[config.mk]
export PLATFORM = sky130hd
export DESIGN_NAME = aes_subbytes_serial
export DESIGN_NICKNAME = d
export VERILOG_FILES = /design/src/rtl/aes_subbytes_serial_pkg.sv /design/src/rtl/aes_subbytes_serial_sbox.sv /design/src/rtl/aes_subbytes_serial.sv
export SDC_FILE = /design/constraint.sdc
export NUM_CORES = 1
export LEC_CHECK = 0
export CORE_ASPECT_RATIO = 1.5
export CORE_MARGIN = 1
export CORE_UTILIZATION = 35
export CTS_CLUSTER_SIZE = 20
export DETAILED_ROUTE_END_ITERATION = 6
export MAX_ROUTING_LAYER = met4
export SLEW_MARGIN = 40
export SYNTH_ARGS = -nofsm -noshare
export SYNTH_HDL_FRONTEND = slang
export SYNTH_HIERARCHICAL = 1
export SYNTH_SLANG_ARGS = --single-unit
[constraint.sdc]
create_clock -name in_clk -period 9.7 [get_ports in_clk]
set_clock_uncertainty 0.15 [all_clocks]
set_input_delay 1.455 -clock in_clk [delete_from_list [all_inputs] [get_ports in_clk]]
set_output_delay 1.455 -clock in_clk [all_outputs]
set_load 0.01 [all_outputs]
[src/rtl/aes_subbytes_serial_pkg.sv]
// -----------------------------------------------------------------------------
// aes_subbytes_serial_pkg
// Shared types, constants and GF arithmetic for the serial SubBytes stage.
//
// Tower field: GF(2^8) = GF(2^4)[y] / (y^2 + y + TOWER_LAMBDA), where
// GF(2^4) = GF(2)[x] / (x^4 + x + 1). A tower byte is {hi, lo} = hi*y + lo.
//
// The two basis-change matrices are derived at elaboration time. A root
// beta of the AES polynomial z^8+z^4+z^3+z+1 is found inside the tower
// field. The AES power z^i then maps to beta^i, which fixes
// MAP_TO_TOWER column by column. AFFINE_FROM_TOWER is the inverse of that
// map followed by the linear part of the AES affine transform. Rows of a
// bv8_mat_t are bit masks: y[r] = ^(m[r] & x).
// -----------------------------------------------------------------------------
package aes_subbytes_serial_pkg;

  typedef logic [3:0]      bv4_t;
  typedef logic [7:0]      bv8_t;
  typedef logic [127:0]    bv128_t;
  typedef logic [7:0][7:0] bv8_mat_t;

  typedef enum logic [1:0] {IDLE, BUSY, DONE} subbytes_state_e;

  localparam bv8_t       SBOX_CONST   = 8'h63;
  localparam logic [4:0] GF4_POLY     = 5'b10011;  // x^4 + x + 1
  localparam bv4_t       TOWER_LAMBDA = 4'hC;      // trace 1, so y^2+y+lambda is irreducible

  // GF(2^4) multiply, reduced modulo GF4_POLY.
  function automatic bv4_t gf4_mul(input bv4_t a, input bv4_t b);
    logic [6:0] p;
    p = '0;
    for (int i = 0; i < 4; i++)
      if (b[i]) p = p ^ (7'(a) << i);
    for (int i = 6; i >= 4; i--)
      if (p[i]) p = p ^ (7'(GF4_POLY) << (i - 4));
    return p[3:0];
  endfunction

  // GF(2^4) inverse as a^14 (a^-1 = a^(2^4-2)); 0 maps to 0.
  function automatic bv4_t gf4_inv(input bv4_t a);
    bv4_t a2, a4, a8;
    a2 = gf4_mul(a, a);
    a4 = gf4_mul(a2, a2);
    a8 = gf4_mul(a4, a4);
    return gf4_mul(gf4_mul(a2, a4), a8);
  endfunction

  // Multiply in the tower field: y^2 = y + lambda.
  function automatic bv8_t tower_mul(input bv8_t a, input bv8_t b);
    bv4_t hh;
    hh = gf4_mul(a[7:4], b[7:4]);
    return {hh ^ gf4_mul(a[7:4], b[3:0]) ^ gf4_mul(a[3:0], b[7:4]),
            gf4_mul(hh, TOWER_LAMBDA) ^ gf4_mul(a[3:0], b[3:0])};
  endfunction

  // Matrix-vector product over GF(2).
  function automatic bv8_t gf2_mat_vec(input bv8_mat_t m, input bv8_t x);
    bv8_t y;
    for (int r = 0; r < 8; r++) y[r] = ^(m[r] & x);
    return y;
  endfunction

  // Linear part of the AES affine transform (constant 0x63 added separately).
  function automatic bv8_t aes_affine_lin(input bv8_t x);
    bv8_t       y;
    logic [2:0] k;
    for (int r = 0; r < 8; r++) begin
      k    = 3'(r);
      y[r] = x[k] ^ x[3'(k + 3'd4)] ^ x[3'(k + 3'd5)] ^ x[3'(k + 3'd6)] ^ x[3'(k + 3'd7)];
    end
    return y;
  endfunction

  // Smallest tower element that is a root of the AES field polynomial.
  function automatic bv8_t find_tower_root();
    bv8_t pows [9];
    bv8_t root;
    logic found;
    root  = 8'h00;
    found = 1'b0;
    for (int cand = 2; cand < 256; cand++) begin
      pows[0] = 8'h01;
      for (int i = 1; i < 9; i++) pows[i] = tower_mul(pows[i-1], 8'(cand));
      if (!found && ((pows[8] ^ pows[4] ^ pows[3] ^ pows[1] ^ pows[0]) == 8'h00)) begin
        root  = 8'(cand);
        found = 1'b1;
      end
    end
    return root;
  endfunction

  function automatic bv8_mat_t calc_map_to_tower();
    bv8_mat_t m;
    bv8_t     beta, p;
    beta = find_tower_root();
    p    = 8'h01;
    for (int c = 0; c < 8; c++) begin
      for (int r = 0; r < 8; r++) m[r][c] = p[r];
      p = tower_mul(p, beta);
    end
    return m;
  endfunction

  // Column c is affine_lin(a_c), where a_c is the AES byte whose tower image is e_c.
  function automatic bv8_mat_t calc_affine_from_tower();
    bv8_mat_t m2t, m;
    bv8_t     t, col;
    m2t = calc_map_to_tower();
    m   = '0;
    for (int a = 0; a < 256; a++) begin
      t = gf2_mat_vec(m2t, 8'(a));
      for (int c = 0; c < 8; c++) begin
        if (t == (8'h01 << c)) begin
          col = aes_affine_lin(8'(a));
          for (int r = 0; r < 8; r++) m[r][c] = col[r];
        end
      end
    end
    return m;
  endfunction

  localparam bv8_mat_t MAP_TO_TOWER      = calc_map_to_tower();
  localparam bv8_mat_t AFFINE_FROM_TOWER = calc_affine_from_tower();

endpackage

[src/rtl/aes_subbytes_serial_sbox.sv]
// -----------------------------------------------------------------------------
// bv8_inv  : GF(2^8) inverter in the tower basis, 0 maps to 0.
//   i_x    in  8  tower-basis operand {hi, lo}
//   o_inv  out 8  tower-basis inverse
// aes_sbox : combinational AES S-box lane built around bv8_inv.
//   i_byte in  8  AES byte
//   o_byte out 8  S(i_byte)
// -----------------------------------------------------------------------------
module bv8_inv
  import aes_subbytes_serial_pkg::*;
(
  input  bv8_t i_x,
  output bv8_t o_inv
);

  bv4_t w_hi, w_lo, w_sum, w_norm, w_norm_inv;

  assign w_hi  = i_x[7:4];
  assign w_lo  = i_x[3:0];
  assign w_sum = w_hi ^ w_lo;

  // (hi*y + lo)(hi*y + hi + lo) = lambda*hi^2 + lo*(hi + lo), which lies in GF(2^4).
  // Its inverse scales the conjugate into the inverse.
  assign w_norm     = gf4_mul(gf4_mul(w_hi, w_hi), TOWER_LAMBDA) ^ gf4_mul(w_lo, w_sum);
  assign w_norm_inv = gf4_inv(w_norm);
  assign o_inv      = {gf4_mul(w_hi, w_norm_inv), gf4_mul(w_sum, w_norm_inv)};

endmodule

module aes_sbox
  import aes_subbytes_serial_pkg::*;
(
  input  bv8_t i_byte,
  output bv8_t o_byte
);

  bv8_t w_tower, w_inv;

  assign w_tower = gf2_mat_vec(MAP_TO_TOWER, i_byte);

  bv8_inv u_inv (
    .i_x   (w_tower),
    .o_inv (w_inv)
  );

  assign o_byte = gf2_mat_vec(AFFINE_FROM_TOWER, w_inv) ^ SBOX_CONST;

endmodule

[src/rtl/aes_subbytes_serial.sv]
// -----------------------------------------------------------------------------
// aes_subbytes_serial
// Substitutes all 16 bytes of an AES state through LANES S-box lanes over
// 16/LANES cycles. Both sides use a valid/ready handshake.
//   in_clk, in_rst     clock, synchronous active-high reset
//   in_req_valid       upstream state valid
//   out_req_ready      high in IDLE only
//   in_state    [128]  state to substitute, byte i = bits [8i+7:8i]
//   out_res_valid      high in DONE
//   in_res_ready       downstream accepts result
//   out_state   [128]  state register (meaningful when out_res_valid=1)
//   out_busy           high in BUSY and DONE
// Timing: accept edge counts as edge 1 and valid is seen after edge
// 16/LANES+1. The minimum period is 16/LANES+2 cycles.
// -----------------------------------------------------------------------------
module aes_subbytes_serial
  import aes_subbytes_serial_pkg::*;
#(
  parameter int LANES = 4
) (
  input  logic   in_clk,
  input  logic   in_rst,
  input  logic   in_req_valid,
  output logic   out_req_ready,
  input  bv128_t in_state,
  output logic   out_res_valid,
  input  logic   in_res_ready,
  output bv128_t out_state,
  output logic   out_busy
);

  if (!(LANES == 1 || LANES == 2 || LANES == 4 || LANES == 8 || LANES == 16)) begin : g_bad_lanes
    $error("aes_subbytes_serial: LANES must be 1, 2, 4, 8 or 16");
  end

  localparam int               STEPS    = 16 / LANES;
  localparam int               CNT_W    = (STEPS > 1) ? $clog2(STEPS) : 1;
  localparam logic [CNT_W-1:0] CNT_LAST = CNT_W'(STEPS - 1);

  subbytes_state_e   r_fsm;
  logic [CNT_W-1:0]  r_cnt;
  bv8_t [15:0]       r_state;
  logic              r_req_ready;
  logic              r_res_valid;
  logic              r_busy;

  logic [3:0]        w_byte_idx [LANES];
  bv8_t              w_sbox_out [LANES];

  // Lane l works on byte cnt*LANES + l, so lane 0 always holds the lowest byte.
  always_comb begin
    // NOTE: default every element first so no path leaves a combinational output unassigned (no latch).
    w_byte_idx = '{default: '0};
    for (int l = 0; l < LANES; l++) w_byte_idx[l] = 4'(int'(r_cnt) * LANES + l);
  end

  for (genvar g = 0; g < LANES; g++) begin : g_lane
    aes_sbox u_sbox (
      .i_byte (r_state[w_byte_idx[g]]),
      .o_byte (w_sbox_out[g])
    );
  end

  // NOTE: all state below uses non-blocking assignments so every register samples pre-edge values.
  always_ff @(posedge in_clk) begin
    if (in_rst) begin
      r_fsm       <= IDLE;
      r_cnt       <= '0;
      // NOTE: the state register is reset too, so out_state reads zero after reset and no aborted data leaks out.
      r_state     <= '0;
      r_req_ready <= 1'b1;
      r_res_valid <= 1'b0;
      r_busy      <= 1'b0;
    end else begin
      case (r_fsm)
        IDLE: begin
          if (in_req_valid) begin
            r_state     <= in_state;
            r_cnt       <= '0;
            r_fsm       <= BUSY;
            r_req_ready <= 1'b0;
            r_busy      <= 1'b1;
          end
        end
        BUSY: begin
          for (int l = 0; l < LANES; l++) r_state[w_byte_idx[l]] <= w_sbox_out[l];
          if (r_cnt == CNT_LAST) begin
            r_cnt       <= '0;
            r_fsm       <= DONE;
            r_res_valid <= 1'b1;
          end else begin
            r_cnt <= r_cnt + 1'b1;
          end
        end
        DONE: begin
          if (in_res_ready) begin
            r_fsm       <= IDLE;
            r_res_valid <= 1'b0;
            r_busy      <= 1'b0;
            r_req_ready <= 1'b1;
          end
        end
        default: r_fsm <= IDLE;
      endcase
    end
  end

  assign out_req_ready = r_req_ready;
  assign out_res_valid = r_res_valid;
  assign out_busy      = r_busy;
  assign out_state     = r_state;

endmodule

Word level (Yosys, flattened, before mapping)
Index checks and enable logic that the tools add are counted.
W data, S select, Z words.
{ "word_totals": {"ff_bits": 135, "latchBits": 0, "ramBits": 0, "romBits": 0, "in_bits": 132, "output_inout_bits": 131, "wordCells": 660, "memories": 0} }
{ "classes": {"addsub": 4, "multipliers": 0, "div": 0, "magnitude_cmp": 8, "n_eq_ne": 6, "n_shift": 0, "muxes": 301, "bitwise": 244, "n_reduce_logical": 76} }
{ "op_table": {"columns": ["op", "n"], "rows": [
  ["$mux W7", 100],
  ["$bwmux W128", 4],
  ["$reduce_xor A8 Y1", 64],
  ["$mux W4", 76],
  ["$pmux W128 S2", 1],
  ["$not A2 Y2", 120],
  ["$xor A7 B6 Y7", 32],
  ["$xor A7 B7 Y7", 32],
  ["$mux W128", 1],
  ["$mux W3", 40],
  ["$xor A4 B5 Y5", 24],
  ["$bmux W8 S4", 3],
  ["$demux W8 S4", 3],
  ["$mux W2", 45],
  ["$xor A7 B5 Y7", 12],
  ["$mux W8", 8],
  ["$xor A6 B7 Y7", 8],
  ["$xor A4 B4 Y4", 8],
  ["$mux W6", 4],
  ["$xor A5 B6 Y6", 4],
  ["$lt A4 B5 Y1 const B", 4],
  ["$mux W5", 4],
  ["$bmux W8 S2", 1],
  ["$demux W8 S2", 1],
  ["17 further kinds", 40]
]} }

Longest topological paths before layout
{ "logic_depth": {"depth_word": 96, "depth_mapped": 30, "depth_no_buf": 26} }

By module
Netlist, hierarchy kept.
{ "modules_own_cells": {"columns": ["mod", "instances", "cells_each", "area_per_inst_um2", "seq_area_each_um2"], "rows": [
  ["aes_subbytes_serial", 1, 764, 7412.1, 2702.6],
  ["bv8_inv", 4, 233, 1751.7, 0.0],
  ["aes_sbox (g_lane[1].u_sbox ...)", 3, 27, 341.6, 0.0],
  ["aes_sbox (g_lane[0].u_sbox)", 1, 28, 324.1, 0.0]
]} }

Worst setup path after synthesis
OpenSTA, ideal clock, no wires.
{ "synth_path": {"path_kind": "register -> register", "start": "reg r_cnt[1]", "end": "reg r_state (netlist bit out_state[105])", "setup_time_ns": 0.118, "arrival_time_ns": 7.496, "required_ns": 9.432, "path_slack_ns": 1.936, "path_stages_with_launch": 30, "path_buffers": 5, "period_less_slack_ns": 7.764, "cell_sequence": "dfxtp_1 -> buf_2 -> buf_2 -> mux4_2 -> xor2_1 -> buf_2 -> clkinv_1 -> ha_1 -> and4b_1 -> a211oi_4 -> a22oi_1 -> a211o_1 -> buf_4 -> xnor2_4 -> xnor2_1 -> ha_1 -> clkbuf_1 -> nor3_1 -> mux2i_1 -> a311oi_1 -> nor4_1 -> nand2_1 -> nor2_1 -> xnor2_1 -> xnor3_1 -> xnor2_2 -> xnor3_1 -> and4b_1 -> a21oi_1 -> o2bb2ai_1"} }
{ "synth_rtl": {"columns": ["item", "line_no", "text"], "rows": [
  ["from (decl)", "aes_subbytes_serial.sv:41", "logic [CNT_W-1:0] r_cnt;"],
  ["from (signal assigned)", "aes_subbytes_serial.sv:92", "r_cnt <= r_cnt + 1'b1;"],
  ["to (signal assigned)", "aes_subbytes_serial.sv:78", "r_state <= in_state;"],
  ["to (decl)", "aes_subbytes_serial.sv:42", "bv8_t [15:0] r_state;"]
]} }

==> results.md <==
* Status: completed
* FP Rows at 94
* Die span in x at 175 um
* Reg2Reg Depth at 26
* I/O pin count at 263
* Area grow syn2layout at 23.3%
* Post-Synthesis Net Count at 1954
* Placer Congestion at 0.906
* Number of global-route vias before repair at 14.9k
* Yosys top cell by area: dfxtp_1
* Final TNS setup at 0 ns
* Sink Count at 135
* Dpl hpwl at 42100 um
* Unrepaired setup endpoints after global routing: false
* Synth top area cells: dfxtp_1 17%, a2111oi_2 9.0%, xnor2_1 8.4%
* Worst-Margin Slew at 0.870 ns
* CTS tree: done
* Yosys top cell area share at 17.1%
* Minimum clock period at 9.12 ns
* Via/cell ratio at 5.69
* Final setup vio count at 0
* Hold Path Cell Cnt at 2
* DR iter-0 viols at 897
* Final Slew Violations at 0
* Worst-path fanout max at 18
* Drt total wl at 55800 um
* Reg-to-Reg End: out_state[97]
* Reg-to-reg setup timing slack at 0.58 ns
* Min-Delay Endpoint: out_busy
* Critical path's largest stage delay at 0.72 ns
* Initial Util at 35.8%
* Critical path arrival at 9.30 ns
* Hold_sp: out_busy
* CP startpoint kind: flip-flop
* Maxcap violations at 0
* Yosys warns at 6
* Mapped cell area at 15800 sq um
* DIE HEIGHT at 262 um
* Reg clk slew, reported paths at 0.07 ns
* Slew headroom at 42.0%
* Fmax at 0.110 GHz
* Type of element capturing the critical path: flip-flop
* Synth async-reset ratio at 0%
* Hold crit path type: flip-flop to flip-flop
* Core area at 44100 sq um
* DR WL/cell at 21.5 um
* Post-DRT Antenna Nets at 0
* Sequential fraction of the synthesis area at 17.1%
* Worst setup path class: flip-flop to flip-flop
* Cell with the most instances after synthesis: nor2_1
* First-pass GRT wire length at 86400 um
* Drc violations at 0
* Via count at 14.8k
* Grt total ovfl at 0
* Port bufs at 262
* RR Startpoint: r_cnt[0]
* Critical Path RT at 9.88 ns
* Tcrit/Tclk final at 94.0%
* Synth unique cells at 73
* GRT Resource Usage Total at 24.9%
* Router iterations before antenna repair at 5
* Nets at 2156
* Top cells by count, synth: 292 x nor2_1, 152 x xnor2_1, 135 x dfxtp_1
* Max Root-Sink Buffers at 2
* Fraction of layout cells with a size suffix above 1 at 14.3%
* Post-synth EDFFs at 0
* Flop and latch count out of synthesis at 135
* Slowest CP cell: dfxtp_2
* Synthesized area per cell at 8.74 sq um
* Clock tree root buffer cell: clkbuf_16
* Initial antenna violation count at 2
* Most frequent CP cell: xnor2_1
* Cells after synthesis at 1805
* Clk_lat worst skew at 0.46 ns
* Hold Vio Cnt, Final at 0
* Die ar. at 45900 sq um
* Num CTS Buffers at 17
* Top FF cell, synth: dfxtp_1
* Pin count of the biggest net entering global routing at 72
* Depth of the CTS H-tree at 4
[worst max path at each step]
| stage | from | slack, ns | end | depth (start not counted) |
|---|---|---|---|---|
| after CTS | r_cnt[1] | 0.49 | out_state[97] | 25 |
| after floorplan | r_cnt[1] | 1.94 | out_state[105] | 29 |
| after global placement | r_cnt[1] | 0.75 | out_state[97] | 25 |
| after detailed placement | r_cnt[1] | 0.56 | out_state[97] | 25 |
| final | r_cnt[0] | 0.58 | out_state[97] | 26 |
| after global routing | r_cnt[0] | 0.08 | out_state[97] | 26 |
[sequential cells by signal (all words and copies together) (netlist names)]
register,cells
out_res_valid,1
out_req_ready,1
out_busy,1
out_state,128
r_cnt,2
r_fsm,2
[repair_timing]
| action | 4_1_cts | 5_1_grt |
|---|---|---|
| setup endpoints to repair | 0 | 19 |
| hold buffers | 0 | 0 |
| resized for setup | 0 | 2 |
| buffers inserted | 0 | 0 |
| hold endpoints to repair | 0 | 0 |
[through the flow]
step / instances / area (sq um) / utilization [%] / hold WS (ns) / worst slack [ns]
after floorplan: 1805 / 15800 / - / 0.340 / 1.94
after global placement: 2559 / 18800 / 42.6 / 0.317 / 0.747
after detailed placement: 2563 / 18800 / 42.7 / 0.311 / 0.557
after global routing: 2598 / 19400 / 44.1 / 0.354 / 0.0787
after CTS: 2595 / 19400 / 44.0 / 0.324 / 0.489
final: 2598 / 19400 / 44.1 / 0.325 / 0.581
[routing by layer]
layer	part of all wire (%)	GRT usage [%]	routed length (um)
met1	40	28.0	22100
met2	52	44.3	28800
met3	5.0	3.15	2790
met4	3.7	10.7	2060
met5	0	-	0
[cells in the final DEF, fill, tap and decap left out, types with 17 or more instances in the layout]
cell / netlist / layout
nor2_1: 292 / 292
clkdlybuf4s50_1: 0 / 261
xnor2_1: 152 / 150
dfxtp_1: 135 / 131
inv_1: 120 / 120
nand2_1: 99 / 98
a2111oi_2: 94 / 94
a21oi_1: 73 / 73
xor2_1: 55 / 55
nand3_1: 49 / 49
buf_4: 15 / 48
xnor3_1: 41 / 41
and4b_1: 40 / 40
o21ai_0: 36 / 36
mux4_2: 32 / 32
o2bb2ai_1: 32 / 32
nor2b_1: 32 / 32
nor3_1: 24 / 24
nand2b_1: 22 / 21
clkbuf_16: 0 / 17
[worst max-delay path, delay by kind of cell (launching register included)]
family	cells	cell delay [ns]
flip-flops	1	0.72
adder cells (fa/ha/maj)	2	1.09
buffers and inverters	2	0.58
AO/OA/AOI/OAI	8	1.98
XOR/XNOR	7	2.54
multiplexers	2	0.51
AND/OR/NAND/NOR	5	1.42
[layout make-up]
type                       instances  area, sq um
fill                            4356        24700
multi-input combinational       1412        11900
timing repair buffer             313         3030
clock buffer                      20          457
clock inverter                    12          116
inverter                         128          480
tap                              576          721
antenna                            2         5.00
sequential                       135         2720
[logic make-up (layout without fill, tap and decap cells)]
logic type	Yosys count	in the layout	share of synthesized area, %
AOI/OAI and AO/OA	403	403	23.4
DFF	135	135	17.1
xor gates and xnor gates	297	297	24.4
adders and majority gates	17	17	1.35
muxes	53	53	5.94
and+or+nand+nor	642	642	20.1
buffers and inverters	258	473	7.66
other	0	2	0
Power is not shown: default switching activity piles up to over one toggle a cycle in this logic, so the estimate is an artifact.
